[config.mk]
export PLATFORM = sky130hd
export DESIGN_NAME = iter_mdu
export DESIGN_NICKNAME = d
export VERILOG_FILES = /design/src/rtl/iter_mdu.sv
export SDC_FILE = /design/constraint.sdc
export NUM_CORES = 1
export LEC_CHECK = 0
export CORE_ASPECT_RATIO = 0.9
export CORE_MARGIN = 1
export CORE_UTILIZATION = 40
export DETAILED_ROUTE_END_ITERATION = 8
export PLACE_DENSITY = 0.67
export SLEW_MARGIN = 15
export SYNTH_ARGS = -nofsm -noshare
export SYNTH_HDL_FRONTEND = slang
export SYNTH_SLANG_ARGS = --single-unit
[constraint.sdc]
create_clock -name clk -period 6.4 [get_ports clk]
set_input_delay 1.28 -clock clk [delete_from_list [all_inputs] [get_ports clk]]
set_output_delay 1.28 -clock clk [all_outputs]
set_load 0.01 [all_outputs]
[src/rtl/iter_mdu.sv]
// Iterative multiply/divide unit with HI/LO result registers.
// Radix-2 shift-add multiply and restoring divide on magnitudes, sign fix in a final cycle.
module iter_mdu #(
  parameter int unsigned WIDTH = 32
) (
  input  logic             clk,
  input  logic             rst_n,
  input  logic             start,
  input  logic [2:0]       op,
  input  logic [WIDTH-1:0] a,
  input  logic [WIDTH-1:0] b,
  output logic             busy,
  output logic             done,
  output logic [WIDTH-1:0] hi,
  output logic [WIDTH-1:0] lo
);

  localparam int unsigned CntW = $clog2(WIDTH);
  localparam logic [CntW-1:0] CntMax = CntW'(WIDTH - 1);

  typedef enum logic [1:0] {StIdle, StMul, StDiv, StFix} state_e;

  state_e           state_q, state_d;
  logic [CntW-1:0]  cnt_q, cnt_d;
  logic [WIDTH-1:0] a_q, a_d, b_q, b_d;
  logic [WIDTH-1:0] rem_q, rem_d, quo_q, quo_d;
  logic [WIDTH-1:0] hi_q, hi_d, lo_q, lo_d;
  logic             sgn_q, sgn_d, div_q, div_d, done_q, done_d;

  logic             a_neg, b_neg;
  logic [WIDTH-1:0] a_in_mag, b_mag;
  logic [WIDTH:0]   mul_sum, div_sh, div_diff;
  logic [2*WIDTH-1:0] prod, prod_neg;

  assign a_neg    = sgn_q & a_q[WIDTH-1];
  assign b_neg    = sgn_q & b_q[WIDTH-1];
  assign b_mag    = b_neg ? -b_q : b_q;
  // Signed ops are the even codes; magnitude of the most-negative value is its own pattern.
  assign a_in_mag = (~op[0] & a[WIDTH-1]) ? -a : a;

  // rem_q/quo_q act as {upper, lower} of the product or {remainder, dividend/quotient}.
  assign mul_sum  = {1'b0, rem_q} + (quo_q[0] ? {1'b0, b_mag} : {(WIDTH+1){1'b0}});
  assign div_sh   = {rem_q, quo_q[WIDTH-1]};
  assign div_diff = div_sh - {1'b0, b_mag};
  assign prod     = {rem_q, quo_q};
  assign prod_neg = -prod;

  always_comb begin
    state_d = state_q;
    cnt_d   = cnt_q;
    a_d     = a_q;
    b_d     = b_q;
    sgn_d   = sgn_q;
    div_d   = div_q;
    rem_d   = rem_q;
    quo_d   = quo_q;
    hi_d    = hi_q;
    lo_d    = lo_q;
    done_d  = 1'b0;
    unique case (state_q)
      StIdle: begin
        if (start) begin
          unique case (op)
            3'b100: begin
              hi_d   = a;
              done_d = 1'b1;
            end
            3'b101: begin
              lo_d   = a;
              done_d = 1'b1;
            end
            3'b000, 3'b001, 3'b010, 3'b011: begin
              a_d     = a;
              b_d     = b;
              sgn_d   = ~op[0];
              div_d   = op[1];
              rem_d   = '0;
              quo_d   = a_in_mag;
              cnt_d   = '0;
              state_d = op[1] ? StDiv : StMul;
            end
            default: ;
          endcase
        end
      end
      StMul: begin
        rem_d = mul_sum[WIDTH:1];
        quo_d = {mul_sum[0], quo_q[WIDTH-1:1]};
        cnt_d = cnt_q + 1'b1;
        if (cnt_q == CntMax) state_d = StFix;
      end
      StDiv: begin
        if (!div_diff[WIDTH]) begin
          rem_d = div_diff[WIDTH-1:0];
          quo_d = {quo_q[WIDTH-2:0], 1'b1};
        end else begin
          rem_d = div_sh[WIDTH-1:0];
          quo_d = {quo_q[WIDTH-2:0], 1'b0};
        end
        cnt_d = cnt_q + 1'b1;
        if (cnt_q == CntMax) state_d = StFix;
      end
      StFix: begin
        if (!div_q) begin
          {hi_d, lo_d} = (a_neg ^ b_neg) ? prod_neg : prod;
        end else if (b_q == '0) begin
          hi_d = a_q;
          lo_d = '1;
        end else begin
          lo_d = (a_neg ^ b_neg) ? -quo_q : quo_q;
          hi_d = a_neg ? -rem_q : rem_q;
        end
        done_d  = 1'b1;
        state_d = StIdle;
      end
      default: state_d = StIdle;
    endcase
  end

  always_ff @(posedge clk or negedge rst_n) begin
    if (!rst_n) begin
      state_q <= StIdle;
      cnt_q   <= '0;
      a_q     <= '0;
      b_q     <= '0;
      sgn_q   <= 1'b0;
      div_q   <= 1'b0;
      rem_q   <= '0;
      quo_q   <= '0;
      hi_q    <= '0;
      lo_q    <= '0;
      done_q  <= 1'b0;
    end else begin
      state_q <= state_d;
      cnt_q   <= cnt_d;
      a_q     <= a_d;
      b_q     <= b_d;
      sgn_q   <= sgn_d;
      div_q   <= div_d;
      rem_q   <= rem_d;
      quo_q   <= quo_d;
      hi_q    <= hi_d;
      lo_q    <= lo_d;
      done_q  <= done_d;
    end
  end

  assign busy = (state_q != StIdle);
  assign done = done_q;
  assign hi   = hi_q;
  assign lo   = lo_q;

endmodule

Word-level counts from Yosys, hierarchy flattened
Index checks and enable logic that the tools add are counted.
- add/sub/neg operators: 8
- reductions and logical operators: 16
- muxes and demuxes: 35
- bitwise logic cells: 5
- equality and inequality tests: 14
- operators by type and width (operator ; count):
    $mux 32 ; 18
    $pmux 32 s3 ; 2
    $neg 32->32 ; 4
    $pmux 32 s2 ; 2
    $mux 64 ; 1
    $neg 64->64 ; 1
    $add 32x32->33 ; 1
    $sub 33x32->33 ; 1
    $logic_not 32->1 ; 1
    $reduce_and 3->1 ; 6
    $mux 5 ; 2
    $pmux 5 s2 ; 1
    $mux 2 ; 4
    $ne 2x1->1 const B ; 4
    $eq 3x2->1 const B ; 2
    $eq 3x3->1 const B ; 2
    $pmux 2 s3 ; 1
    $reduce_bool 2->1 ; 3
    $add 5x1->5 const B ; 1
    $eq 5x5->1 const B ; 1
    $eq 2x2->1 const B ; 2
    $reduce_or 2->1 ; 2
    $reduce_or 4->1 ; 1
    $and 1x1->1 ; 3
    other kinds (10) ; 12
- logic and storage cells: 89
- register bits: 202
- bits of input ports: 70

Depth between registers and ports, before layout
- depth after elaboration: 6
- depth in mapped cells: 20
- gate-level depth less buffers: 18

Least setup slack after synthesis
Ideal clock, no wire load.
- path kind: register -> register
- start: reg b_q[3]
- end: reg rem_q[22]
- arrival: 4.440 ns
- library setup time: 0.090 ns
- cell stages (with the launch flop): 18
- setup slack: 1.869 ns
- cell sequence: dfrtp_1 or3_1 or3_1 nor4_2 nand4b_1 o21ai_0 xor2_1 ha_1 a21o_1 a21oi_1 o21bai_1 a311oi_1 mux2i_1 nand4b_1 buf_2 clkbuf_1 nand2_1 o221ai_1
- cells in the longest elaborated chain, start to end: 5
- elaborated cells between the ends (all ways): 7
- RTL lines (what ; line ; source):
    start, declared ; 25 ; logic [WIDTH-1:0] a_q, a_d, b_q, b_d;
    start signal, assigned ; 125 ; b_q <= '0;
    start signal, assigned ; 137 ; b_q <= b_d;
    $neg 32->32 ; 37 ; assign b_mag = b_neg ? -b_q : b_q;
    $mux 32 * ; 37 ;
    $sub 33x32->33 / $mux 32 (equally long branches) ; 44, 42 ;
    $mux 32 / $add 32x32->33 (equally long branches) ; 93, 42 ;
    $pmux 32 s3 * ; 60 ; unique case (state_q)
    end signal, assigned ; 140 ; rem_q <= rem_d;
    end, declared ; 26 ; logic [WIDTH-1:0] rem_q, rem_d, quo_q, quo_d;
Every way passes the cells marked *; elsewhere a longest branch is shown, timed or not.
A chain may end at the register's enable or synchronous reset.

Worst setup path after layout
- start: reg b_q[3]
- end: reg rem_q[4]
The elaborated chain is that of the path after synthesis.

==> results.py <==
metrics = {
    "outcome": {
        "status": "completed",
    },
    "worst_hold_path": {
        "hp-class": "flip-flop to flip-flop",
    },
    "timing": {
        "hold_viol": 0,
        "worstMarginPinSlew_ns": 1.08,
        "setup_tns_ns": 0,
        "slew_viol_final": 0,
        "rsz0062_at_grt": "no",
        "fmax_ghz": 0.176,
        "whs_ns": 0.477,
        "clock_skew_ns": 0.0227,
        "finalCritPeriodShare": 0.886,
        "slew_headroom": 0.278,
        "min_period_ns": 5.67,
        "setup_viol": 0,
    },
    "logic_synthesis": {
        "synth_edf_count": 0,
        "syn_avg_cell_area_um2": 7.65,
        "synth_seq_area_share": 0.304,
        "yosys_warnings": 0,
        "syn-cell-area_um2": 16600,
        "yosys_register_bits": 202,
        "synth_fp_nets": 2323,
        "synth_cell_types": 82,
        "synth_top_flop_cell": "dfrtp_1",
        "ys_async_sr_fraction": 1.00,
        "syn-instance-count": 2177,
    },
    "power_and_ir_drop": {
        "power.switching_mw": 5.78,
        "p_leak_nw": 8.24,
        "power_frac_comb": 0.645,
        "intPower_mw": 5.50,
        "p_clk_frac": 0.128,
        "vdd_drop_max_mv": 0.285,
        "seq_power_share": 0.227,
        "netSwitchingFraction": 0.512,
        "p_per_area_nw_per_um2": 588,
    },
    "cts": {
        "clk_pin_slew_worst_paths_ns": 0.06,
        "cts_resized": 0,
        "clkSinkCount": 202,
        "cts_buffers": 25,
        "cts_tree": "yes",
        "post-cts-setup-buffers": 0,
        "clockBufferDepth": 3,
        "clock_latency_ns": 0.57,
        "postCtsHoldBufs": 0,
        "ctsHtreeMaxLevel": 1,
        "root_buffer": "clkbuf_16",
    },
    "drt": {
        "routed_wl_um": 60600,
        "drc": 0,
        "drt_first_iter_violations": 1677,
        "viasPerCell": 6.11,
        "wl_per_cell_um": 21.9,
        "vias": 16900,
        "antenna_left": 0,
        "first_pass_iters": 5,
    },
    "global_routing": {
        "grt.met3_usage": 0.0379,
        "antenna_found_initial": 2,
        "grt_pass1_vias": 16200,
        "grt_first_pass_wirelength_um": 94600,
        "met1_usage": 0.400,
        "grt_util_met2": 0.436,
        "grt_overflow": 0,
        "grt_start_max_net_pins": 106,
        "top_usage_layer": "met2",
        "grt_use_total": 0.281,
    },
    "worst_setup_path": {
        "start_kind": "flip-flop",
        "worst_path_largest_cell_delay_ns": 0.48,
        "crit_fanout": 27,
        "required_ns": 6.79,
        "crit_path_cell_trace": "or3_1 -> or3_1 -> nor4_2 -> nand4b_1 -> o21ai_0 -> xor2_1 -> ha_1 -> a21o_1 -> a21oi_1 -> o21bai_1 -> a311oi_1 -> mux2i_1 -> nand4b_1 -> buf_12 -> buf_4 -> mux2i_1 -> o221ai_1",
        "crit_type": "flip-flop to flip-flop",
        "end_kind": "flip-flop",
        "worstPathArrival_ns": 6.06,
        "crit_slowest_cell": "nand4b_1",
    },
    "finish": {
        "nNetsFinal": 2355,
        "syn_to_final_growth_pct": 15.2,
        "final_util": 0.470,
        "nFillCells": 4073,
        "layout_commonest_cell": "nand2_1",
        "drive_above_1_share": 0.0494,
        "most-common-layout-cells": "nand2_1 (371), dfrtp_1 (202), nor2_1 (196), o21ai_0 (180), a21oi_1 (179)",
        "design_area_um2": 19200,
    },
    "floorplanning": {
        "ios": 136,
        "fp.dieH_um": 196,
        "dieArea_um2": 42400,
        "start_util": 0.408,
        "die_w_um": 217,
        "coreArea_um2": 40800,
        "std_cell_rows": 70,
    },
    "place": {
        "place.gp.congestion": 0.929,
        "io_buffers": 135,
        "place_hpwl_um": 43900,
        "place_area_um2": 18400,
    },
    "job": {
        "max-cap-violations": 0,
    },
}
synthesized netlist by cell type (12+ instances only):
master / n / area [um2]
a21o_1: 35 / 263
a21oi_1: 180 / 901
a221o_1: 12 / 120
a221oi_1: 22 / 193
a22oi_1: 22 / 165
a31oi_1: 27 / 169
and3_1: 16 / 100
buf_1: 14 / 52.6
clkbuf_1: 135 / 507
dfrtp_1: 202 / 5050
ha_1: 74 / 926
inv_1: 35 / 131
mux2i_1: 28 / 280
nand2_1: 372 / 1400
nand2b_1: 17 / 106
nand3_1: 41 / 205
nor2_1: 198 / 743
nor2b_1: 15 / 93.8
nor3_1: 32 / 160
nor4_1: 23 / 144
o211ai_1: 17 / 128
o21a_1: 17 / 128
o21ai_0: 181 / 906
o221ai_1: 18 / 158
o22ai_1: 30 / 188
o31ai_1: 43 / 323
or3_1: 24 / 150
xnor2_1: 86 / 753
xor2_1: 85 / 744
registers in the layout, summed over array words and instances, names as in the netlist:
name / count
state_q: 2
div_q: 1
sgn_q: 1
hi: 32
b_q: 32
a_q: 32
rem_q: 32
cnt_q: 5
done: 1
quo_q: 32
lo: 32
metal layers:
metal  vias up  wire length (um)
met4         0              2190
met2       778             26500
met1      8120             27100
li1       7896                 -
met3       126              4760
met5         -                 0
power by group through the flow:
stage | clock, mW | combinational, mW | sequential, mW
5_1_grt | 1.51 | 7.96 | 2.62
4_1_cts | 1.46 | 7.16 | 2.54
6_report | 1.44 | 7.27 | 2.56
2_1_floorplan | 0 | 5.10 | 2.34
3_3_place_gp | 0 | 7.07 | 2.54
3_5_place_dp | 0 | 7.12 | 2.56
area by class of cell:
cell class              instances  area, um2  share of cell area
inverters                      38        143             0.00744
diodes                          1       2.50            0.000130
clock buffers                  34        699              0.0365
multi-input cells            1774      10900               0.566
clock inverters                12        114             0.00594
flip-flops and latches        202       5050               0.264
well taps                     540        676              0.0352
repair buffers                168       1630              0.0849
path summary, 6_finish.rpt:
kind / slack [ns] / endpoint / cells after the start / start
min in group asynchronous: 0.84 / state_q[0] / 1 / rst_n
worst min register to register: 0.48 / a_q[29] / 2 / a_q[29]
max in group asynchronous: 4.44 / a_q[29] / 2 / rst_n
worst min-delay path: 0.48 / a_q[29] / 2 / a_q[29]
worst max register to register: 0.73 / rem_q[4] / 17 / b_q[3]
worst max-delay path: 0.73 / rem_q[4] / 17 / b_q[3]
worst max-delay path: cells and delay by family (launching register included):
family          cells  cell delay (ns)
compound gates      6             1.49
simple gates        5             2.12
xor+xnor            1             0.22
buf+inv             2             0.54
flops               1             0.42
fa+ha+maj           1             0.39
mux                 2             0.29
through the flow:
stage               power (mW)  std cells  setup slack (ns)
floorplan                 7.44       2177              1.87
global placement          9.61       2722             0.995
detailed placement        9.68       2722             0.914
CTS                       11.2       2768             0.861
global route              12.1       2768             0.404
finish                    11.3       2769             0.729
cell families after synthesis:
group	after synthesis	synth area share
simple gates	808	0.221
flops	202	0.304
fa+ha+maj	76	0.0580
xor+xnor	171	0.0900
compound gates	689	0.262
buf+inv	201	0.0471
mux	30	0.0182
No activity file was read; power rests on OpenSTA's default activity.
